### src/rtl/ascii_request_decoder.sv
// ascii_request_decoder
//
// Turns a stream of received ASCII hex command bytes into register-bus
// transactions for the first core of the daisy chain.
//
//   R<aaaa><CR|LF>         -> read  of address aaaa
//   W<aaaa><dddd><CR|LF>   -> write of dddd to address aaaa
//
// Hex digits and the command letter are case-insensitive. A malformed
// command is dropped and flagged with a one-cycle error_o pulse.
//
// Handshake: valid_i is a one-cycle strobe per byte with no ready
// (the UART cannot be stalled); valid_o is a one-cycle strobe per request
// with no ready (the core chain always accepts). Neither side can push back.
//
// Ports:
//   clk      in   system clock, rising edge
//   rst_n    in   asynchronous active-low reset
//   data_i   in   received byte, sampled when valid_i=1
//   valid_i  in   byte strobe
//   addr_o   out  request address (held until the next request)
//   wdata_o  out  request write data, 0 for reads (held)
//   rw_o     out  1 = write, 0 = read (held)
//   valid_o  out  one-cycle request pulse
//   error_o  out  one-cycle discard pulse
module ascii_request_decoder (
    input  logic        clk,
    input  logic        rst_n,
    input  logic [7:0]  data_i,
    input  logic        valid_i,
    output logic [15:0] addr_o,
    output logic [15:0] wdata_o,
    output logic        rw_o,
    output logic        valid_o,
    output logic        error_o
);

    typedef enum logic [1:0] {
        IDLE = 2'd0,
        ADDR = 2'd1,
        DATA = 2'd2,
        TERM = 2'd3
    } state_t;

    state_t      state_q, state_d;
    logic [15:0] addr_buf_q, addr_buf_d;
    logic [15:0] data_buf_q, data_buf_d;
    logic        is_write_q, is_write_d;
    logic [1:0]  cnt_q, cnt_d;
    logic        issue, err;

    logic        is_hex;
    logic [3:0]  nibble;
    logic        is_term;
    logic [7:0]  lower;

    // Letters become lowercase when bit 5 is forced; for the two letters
    // compared against below no non-letter byte aliases onto them.
    assign lower   = data_i | 8'h20;
    assign is_term = (data_i == 8'h0D) || (data_i == 8'h0A);

    always_comb begin
        is_hex = 1'b0;
        nibble = 4'd0;
        if (data_i >= 8'h30 && data_i <= 8'h39) begin
            is_hex = 1'b1;
            nibble = data_i[3:0];
        end else if ((data_i >= 8'h41 && data_i <= 8'h46) ||
                     (data_i >= 8'h61 && data_i <= 8'h66)) begin
            // 'A'/'a' have low nibble 1, so +9 maps A..F onto 10..15
            is_hex = 1'b1;
            nibble = data_i[3:0] + 4'd9;
        end
    end

    always_comb begin
        state_d    = state_q;
        addr_buf_d = addr_buf_q;
        data_buf_d = data_buf_q;
        is_write_d = is_write_q;
        cnt_d      = cnt_q;
        issue      = 1'b0;
        err        = 1'b0;

        if (valid_i) begin
            case (state_q)
                IDLE: begin
                    if (lower == 8'h72) begin
                        is_write_d = 1'b0;
                        state_d    = ADDR;
                    end else if (lower == 8'h77) begin
                        is_write_d = 1'b1;
                        state_d    = ADDR;
                    end else if (!is_term) begin
                        err = 1'b1;
                    end
                end
                ADDR: begin
                    if (is_hex) begin
                        addr_buf_d = {addr_buf_q[11:0], nibble};
                        cnt_d      = cnt_q + 2'd1;  // wraps to 0 after the 4th digit
                        if (cnt_q == 2'd3)
                            state_d = is_write_q ? DATA : TERM;
                    end else begin
                        err     = 1'b1;
                        state_d = IDLE;
                    end
                end
                DATA: begin
                    if (is_hex) begin
                        data_buf_d = {data_buf_q[11:0], nibble};
                        cnt_d      = cnt_q + 2'd1;
                        if (cnt_q == 2'd3)
                            state_d = TERM;
                    end else begin
                        err     = 1'b1;
                        state_d = IDLE;
                    end
                end
                TERM: begin
                    if (is_term)
                        issue = 1'b1;
                    else
                        err = 1'b1;
                    state_d = IDLE;
                end
                default: state_d = IDLE;
            endcase

            // Every command starts from clean buffers.
            if (state_d == IDLE) begin
                addr_buf_d = 16'd0;
                data_buf_d = 16'd0;
                is_write_d = 1'b0;
                cnt_d      = 2'd0;
            end
        end
    end

    always_ff @(posedge clk or negedge rst_n) begin
        if (!rst_n) begin
            state_q    <= IDLE;
            addr_buf_q <= 16'd0;
            data_buf_q <= 16'd0;
            is_write_q <= 1'b0;
            cnt_q      <= 2'd0;
        end else begin
            state_q    <= state_d;
            addr_buf_q <= addr_buf_d;
            data_buf_q <= data_buf_d;
            is_write_q <= is_write_d;
            cnt_q      <= cnt_d;
        end
    end

    // Request outputs load only on issue, so partial or bad commands
    // never disturb the last request presented to the bus.
    always_ff @(posedge clk or negedge rst_n) begin
        if (!rst_n) begin
            addr_o  <= 16'd0;
            wdata_o <= 16'd0;
            rw_o    <= 1'b0;
            valid_o <= 1'b0;
            error_o <= 1'b0;
        end else begin
            valid_o <= issue;
            error_o <= err;
            if (issue) begin
                addr_o  <= addr_buf_q;
                wdata_o <= is_write_q ? data_buf_q : 16'd0;
                rw_o    <= is_write_q;
            end
        end
    end

endmodule

### config.mk
export PLATFORM = sky130hd
export DESIGN_NAME = ascii_request_decoder
export DESIGN_NICKNAME = d
export VERILOG_FILES = /design/src/rtl/ascii_request_decoder.sv
export SDC_FILE = /design/constraint.sdc
export NUM_CORES = 1
export LEC_CHECK = 0
export ABC_CLOCK_PERIOD_IN_PS = 6100
export BUFFER_PORTS_ARGS = -buffer_cell sky130_fd_sc_hd__buf_2
export CAP_MARGIN = 20
export CELL_PAD_IN_SITES_DETAIL_PLACEMENT = 1
export CELL_PAD_IN_SITES_GLOBAL_PLACEMENT = 2
export CORE_MARGIN = 2
export CORE_UTILIZATION = 39
export CTS_CLUSTER_SIZE = 8
export DETAILED_ROUTE_END_ITERATION = 6
export GPL_TIMING_DRIVEN = 0
export PLACE_DENSITY_LB_ADDON = 0.25
export SYNTH_ARGS = -nofsm -noshare
export SYNTH_HDL_FRONTEND = slang
export SYNTH_SLANG_ARGS = --single-unit
export TNS_END_PERCENT = 1
### constraint.sdc
create_clock -name clk -period 6.1 [get_ports clk]
set_input_delay 0.61 -clock clk [delete_from_list [all_inputs] [get_ports clk]]
set_output_delay 0.61 -clock clk [all_outputs]
set_load 0.1 [all_outputs]
== After elaboration in Yosys (flattened, before gate mapping) ==
Index checks and enable logic that the tools add are counted.

* Register bits: 72
* Input bits: 11
* Word-level logic and storage cells: 80

* Add/subtract/negate cells: 2
* Order comparisons: 6
* Equality and inequality tests: 8
* Muxes and demuxes: 36
* Reduce and logical (&&, ||, !) cells: 18

{| class="wikitable"
|+ Operators with widths
! cell !! count
|-
| 16-bit 2-to-1 mux || 7
|-
| 2-bit 2-to-1 mux || 10
|-
| 8-bit by 4-bit == test with 1-bit output (second input constant) || 2
|-
| 8-bit by 7-bit greater-or-equal comparator with 1-bit output (second input constant) || 2
|-
| 8-bit by 7-bit <= comparator with 1-bit output (second input constant) || 2
|-
| 1-bit 2-to-1 mux || 15
|-
| 7-bit by 6-bit == test with 1-bit output (second input constant) || 2
|-
| 3-bit AND reduction || 4
|-
| 2-bit nonzero test || 5
|-
| 8-bit by 6-bit greater-or-equal comparator with 1-bit output (second input constant) || 1
|-
| 8-bit by 6-bit <= comparator with 1-bit output (second input constant) || 1
|-
| 4-bit 2-to-1 mux || 2
|-
| 2-bit one-hot mux with 4 select lines || 1
|-
| 2-bit == test (second input constant) || 3
|-
| 4-bit adder (second input constant) || 1
|-
| 2-bit zero test || 2
|-
| 1-bit logical AND || 3
|-
| 1-bit one-hot mux with 3 select lines || 1
|-
| 3-bit nonzero test || 1
|-
| 2-bit by 1-bit adder with 2-bit output (second input constant) || 1
|-
| 2-bit by 1-bit == test with 1-bit output (second input constant) || 1
|-
| 1-bit logical OR || 2
|-
| 2-bit OR reduction || 1
|}

== Depth between registers and ports, before layout ==
* Word-level depth: 11
* Gate-level depth with buffers: 9

== Worst setup path after synthesis ==
No wires, ideal clock.

* Path kind: input-to-reg
* Start: input port data_i[3]
* End: register addr_buf_q[10]
* Arrival time: 2.252 ns
* Setup slack: 3.727 ns
* Cell stages on the path: 7
* Cell sequence: buf_6 -> or4b_4 -> a211oi_4 -> o211a_4 -> a21oi_4 -> buf_6 -> a22o_1

* Word-level cells in the longest chain between the ends: 11
* Elaborated cells on any way between the ends: 25
* Those cells by class: order compare (6); eq/ne (2); mux (9); reduce/logical (8)

{| class="wikitable"
|+ RTL lines
! item !! RTL line !! text
|-
| start: declaration || 29 || <nowiki>input logic [7:0] data_i,</nowiki>
|-
| 8-bit by 7-bit greater-or-equal comparator with 1-bit output, or another cell as far along || 68 || <nowiki>end else if ((data_i >= 8'h41 && data_i <= 8'h46) ||</nowiki>
|-
| 1-bit logical AND (on tied branches) || 68, 69 ||
|-
| 1-bit logical OR || 68 ||
|-
| 1-bit 2-to-1 mux || 68 ||
|-
| 1-bit 2-to-1 mux || 65 || <nowiki>if (data_i >= 8'h30 && data_i <= 8'h39) begin</nowiki>
|-
| 2-bit 2-to-1 mux (on tied branches) || 110, 99 ||
|-
| 2-bit one-hot mux with 4 select lines || 86 || <nowiki>case (state_q)</nowiki>
|-
| 2-bit 2-to-1 mux || 85 || <nowiki>if (valid_i) begin</nowiki>
|-
| 2-bit zero test || 131 || <nowiki>if (state_d == IDLE) begin</nowiki>
|-
| 2-bit nonzero test (no line) || n/a ||
|-
| 3-bit AND reduction (no line) || n/a ||
|-
| end signal: assignment || 149 || <nowiki>addr_buf_q <= addr_buf_d;</nowiki>
|-
| end: declaration || 46 || <nowiki>logic [15:0] addr_buf_q, addr_buf_d;</nowiki>
|}

Several ways; a longest one is shown, not always the timed one. The select of a mux whose other input is x is not followed.
A chain may end at the register's enable or synchronous reset.

== Worst setup path after layout ==
* Start: input port data_i[6]
* End: register wdata_o[4]

* Word-level cells in the longest chain between the ends: 5
* Elaborated cells on any way between the ends: 6
* Those cells by class: eq/ne (2); mux (3); reduce/logical (1)

{| class="wikitable"
|+ RTL lines
! item !! RTL line !! text
|-
| 8-bit by 4-bit == test with 1-bit output || 60 || <nowiki>assign is_term = (data_i == 8'h0D) || (data_i == 8'h0A);</nowiki>
|-
| 1-bit logical OR (*) || 60 ||
|-
| 1-bit 2-to-1 mux (*) || 121 || <nowiki>if (is_term)</nowiki>
|-
| 1-bit 2-to-1 mux (*) || 86 ||
|-
| 1-bit 2-to-1 mux (*) || 85 ||
|-
| end signal: assignment || 170 || <nowiki>wdata_o <= is_write_q ? data_buf_q : 16'd0;</nowiki>
|-
| end: declaration || 32 || <nowiki>output logic [15:0] wdata_o,</nowiki>
|}

Mark *: on every way between the ends. The rest lies on a longest branch, timed or not.

==> qor.csv <==
metric,value,unit
rows,33,
grt_util_all_layers,0.179,
slew_violations,0,
wire_per_inst,15.9,um
antenna_found_initial,0,
die_x,95.1,um
synthesis.area,0.00324,mm2
avgSynthCellArea,10.6,um2
status,completed,
start_util,0.398,
cts_buffers,9,
cts_tree,built,
nets,381,
vias,2422,
grt_max_degree,73,
die_h,95.1,um
globalplace.congestion,0.734,
yosys_warnings,0,
skew,13.4,ps
fin_tns_setup,0,ps
dp_hpwl,5.31,mm
hold_viol_final,0,
slew_headroom,0.385,
synthCells,306,
clock_latency,350,ps
clkPwrFrac,0.413,
path_class,input pin to flop,
cts_resized,0,
num_io_pins,46,
power,1.19,mW
grt.overflow.total,0,
finalWirelength,7.47,mm
fillers,934,
worstMarginPinSlew,922,ps
required,6370,ps
syn_to_final_growth,19.0,%
max_clock_freq,394,MHz
clockBufferDepth,2,
drcViolationCount,0,
layout-drive-gt1-share,0.224,
ys_ff_latch,72,
dieArea,0.00904,mm2
grt_pass1_vias,2440,
switching_power,0.327,mW
fin_crit_sh,0.416,
drt-initial-drc-count,99,
postSynth.asyncResetShare,1.00,
ant_nets,0,
post_cts_buffers,0,
cts_sinks,72,
power_density,309,mW/mm2
fp.coreArea,0.00813,mm2
post_dp_cell_area,0.00359,mm2
via_per_inst,5.14,
ys_seq_area_frac,0.557,
p_int,0.862,mW
critPathCaptureType,flop,
grt_pass1_wl,12.3,mm
peakVddDrop,0.0000992,V
ys_types,48,
pwr-share-comb,0.172,
clk_pin_slew_worst_paths,70,ps
drt_pass1_iterations,4,
path_max_fanout,10,
rsz0062_at_grt,no,
p_leak,2.05,nW
hold_class,input pin to asynchronous set/reset pin,
port_buffers,44,
setup_viol,0,
swShare,0.275,
ys.flop_type,dfrtp_1,
r2r_setup_slack,3580,ps
clockRootBuffer,clkbuf_8,
diodes,0,
period_needed,2540,ps
ctsHoldBuffers,0,
htreeDepth,3,
cap_violations,0,
synth_edf_count,0,
syn_nets,326,
critPathLaunchType,input pin,
power_frac_seq,0.415,
finish.instance_area,0.00385,mm2
worstPathArrival,2810,ps
-- final cells by class --
type / count / area [um2] / share of cell area
clock buffer: 11 / 131 / 0.0341
timing repair buffer: 44 / 223 / 0.0578
multi-input combinational: 212 / 1320 / 0.342
inverter: 8 / 30.0 / 0.00780
clock inverter: 5 / 129 / 0.0335
buffer: 14 / 86.3 / 0.0224
sequential: 72 / 1800 / 0.468
tap: 105 / 131 / 0.0341
-- through the flow --
| stage | util | setup WS [ps] | std cells | hold WS [ps] |
|---|---|---|---|---|
| after global placement | 0.441 | 3240 | 455 | 445 |
| after global routing | 0.473 | 3420 | 471 | 470 |
| after floorplan | - | 3730 | 306 | 314 |
| after detailed placement | 0.441 | 3220 | 455 | 453 |
| after CTS | 0.473 | 3550 | 471 | 430 |
| final | 0.473 | 3560 | 471 | 380 |
-- layout by cell type (no fill, tap or decap), types with 2 or more instances in the layout --
cell       instances
clkbuf_8           9
a22o_1            28
ha_1               9
o2bb2ai_1          4
nand2b_1           2
inv_1              7
mux2i_1            2
dfrtp_1           72
clkbuf_1           8
o21ai_0            7
bufinv_16          4
o21bai_1           2
o211ai_1           2
buf_2             46
nor2_1             7
o211a_4            2
buf_6              3
nand3_1           17
buf_4              3
a21oi_1            5
nor2_2             2
or4b_1             2
nand2_1           93
a21oi_4            3
-- path summary, 6_finish.rpt --
| path | startpoint | to | depth (start not counted) |
|---|---|---|---|
| setup / recovery | data_i[6] | wdata_o[4] | 8 |
| hold / removal | rst_n | addr_o[9] | 1 |
| setup reg to reg | state_q[0] | data_buf_q[14] | 8 |
| hold reg to reg | wdata_o[13] | wdata_o[13] | 2 |
| max in group asynchronous | rst_n | wdata_o[6] | 1 |
| min in group clk | wdata_o[13] | wdata_o[13] | 2 |
-- kinds of logic (layout without fill, tap and decap cells) --
group | count (synthesis) | count (layout) | synth area share
and+or+nand+nor | 134 | 134 | 0.184
AOI/OAI and AO/OA | 66 | 66 | 0.179
buffers and inverters | 22 | 82 | 0.0360
xor gates and xnor gates | 1 | 1 | 0.00271
adders and majority gates | 9 | 9 | 0.0348
DFF | 72 | 72 | 0.557
muxes | 2 | 2 | 0.00619
-- critical path, stage by stage --
cell and delay, ps:
buf_2 110, or4b_1 500, a211oi_1 390, nand3_1 450
inv_2 240, buf_2 260, nand3_1 140, nand2_1 100
-- synth_stat cells (4+ instances only) --
| master | instances | area [um2] |
|---|---|---|
| clkbuf_1 | 6 | 22.5 |
| inv_1 | 7 | 26.3 |
| o21ai_0 | 7 | 35.0 |
| nand2_1 | 93 | 349 |
| nand3_1 | 17 | 85.1 |
| a21oi_1 | 5 | 25.0 |
| dfrtp_1 | 72 | 1800 |
| ha_1 | 9 | 113 |
| a22o_1 | 28 | 245 |
| o2bb2ai_1 | 4 | 35.0 |
| nor2_1 | 7 | 26.3 |
-- flip-flops by register name (all words and copies together) (netlist names) --
| signal | count |
|---|---|
| error_o | 1 |
| valid_o | 1 |
| cnt_q | 2 |
| state_q | 2 |
| rw_o | 1 |
| addr_buf_q | 16 |
| addr_o | 16 |
| data_buf_q | 16 |
| is_write_q | 1 |
| wdata_o | 16 |
-- power by group through the flow --
stage                     logic, mW  clock network, mW  registers [mW]
after floorplan               0.133                  0           0.514
after global placement        0.202                  0           0.502
after detailed placement      0.207                  0           0.502
after CTS                     0.207              0.501           0.493
after global routing          0.225              0.520           0.494
final                         0.204              0.491           0.493
-- metal layers --
layer,part of all wire,vias to the layer above,wire (um),track usage
li1,-,1181,-,-
met1,0.47,1184,3540,0.243
met2,0.48,48,3590,0.288
met3,0.032,9,239,0.0348
met4,0.014,0,106,0.0616
met5,0,-,0,0
Power figures use the tool's default switching activity.
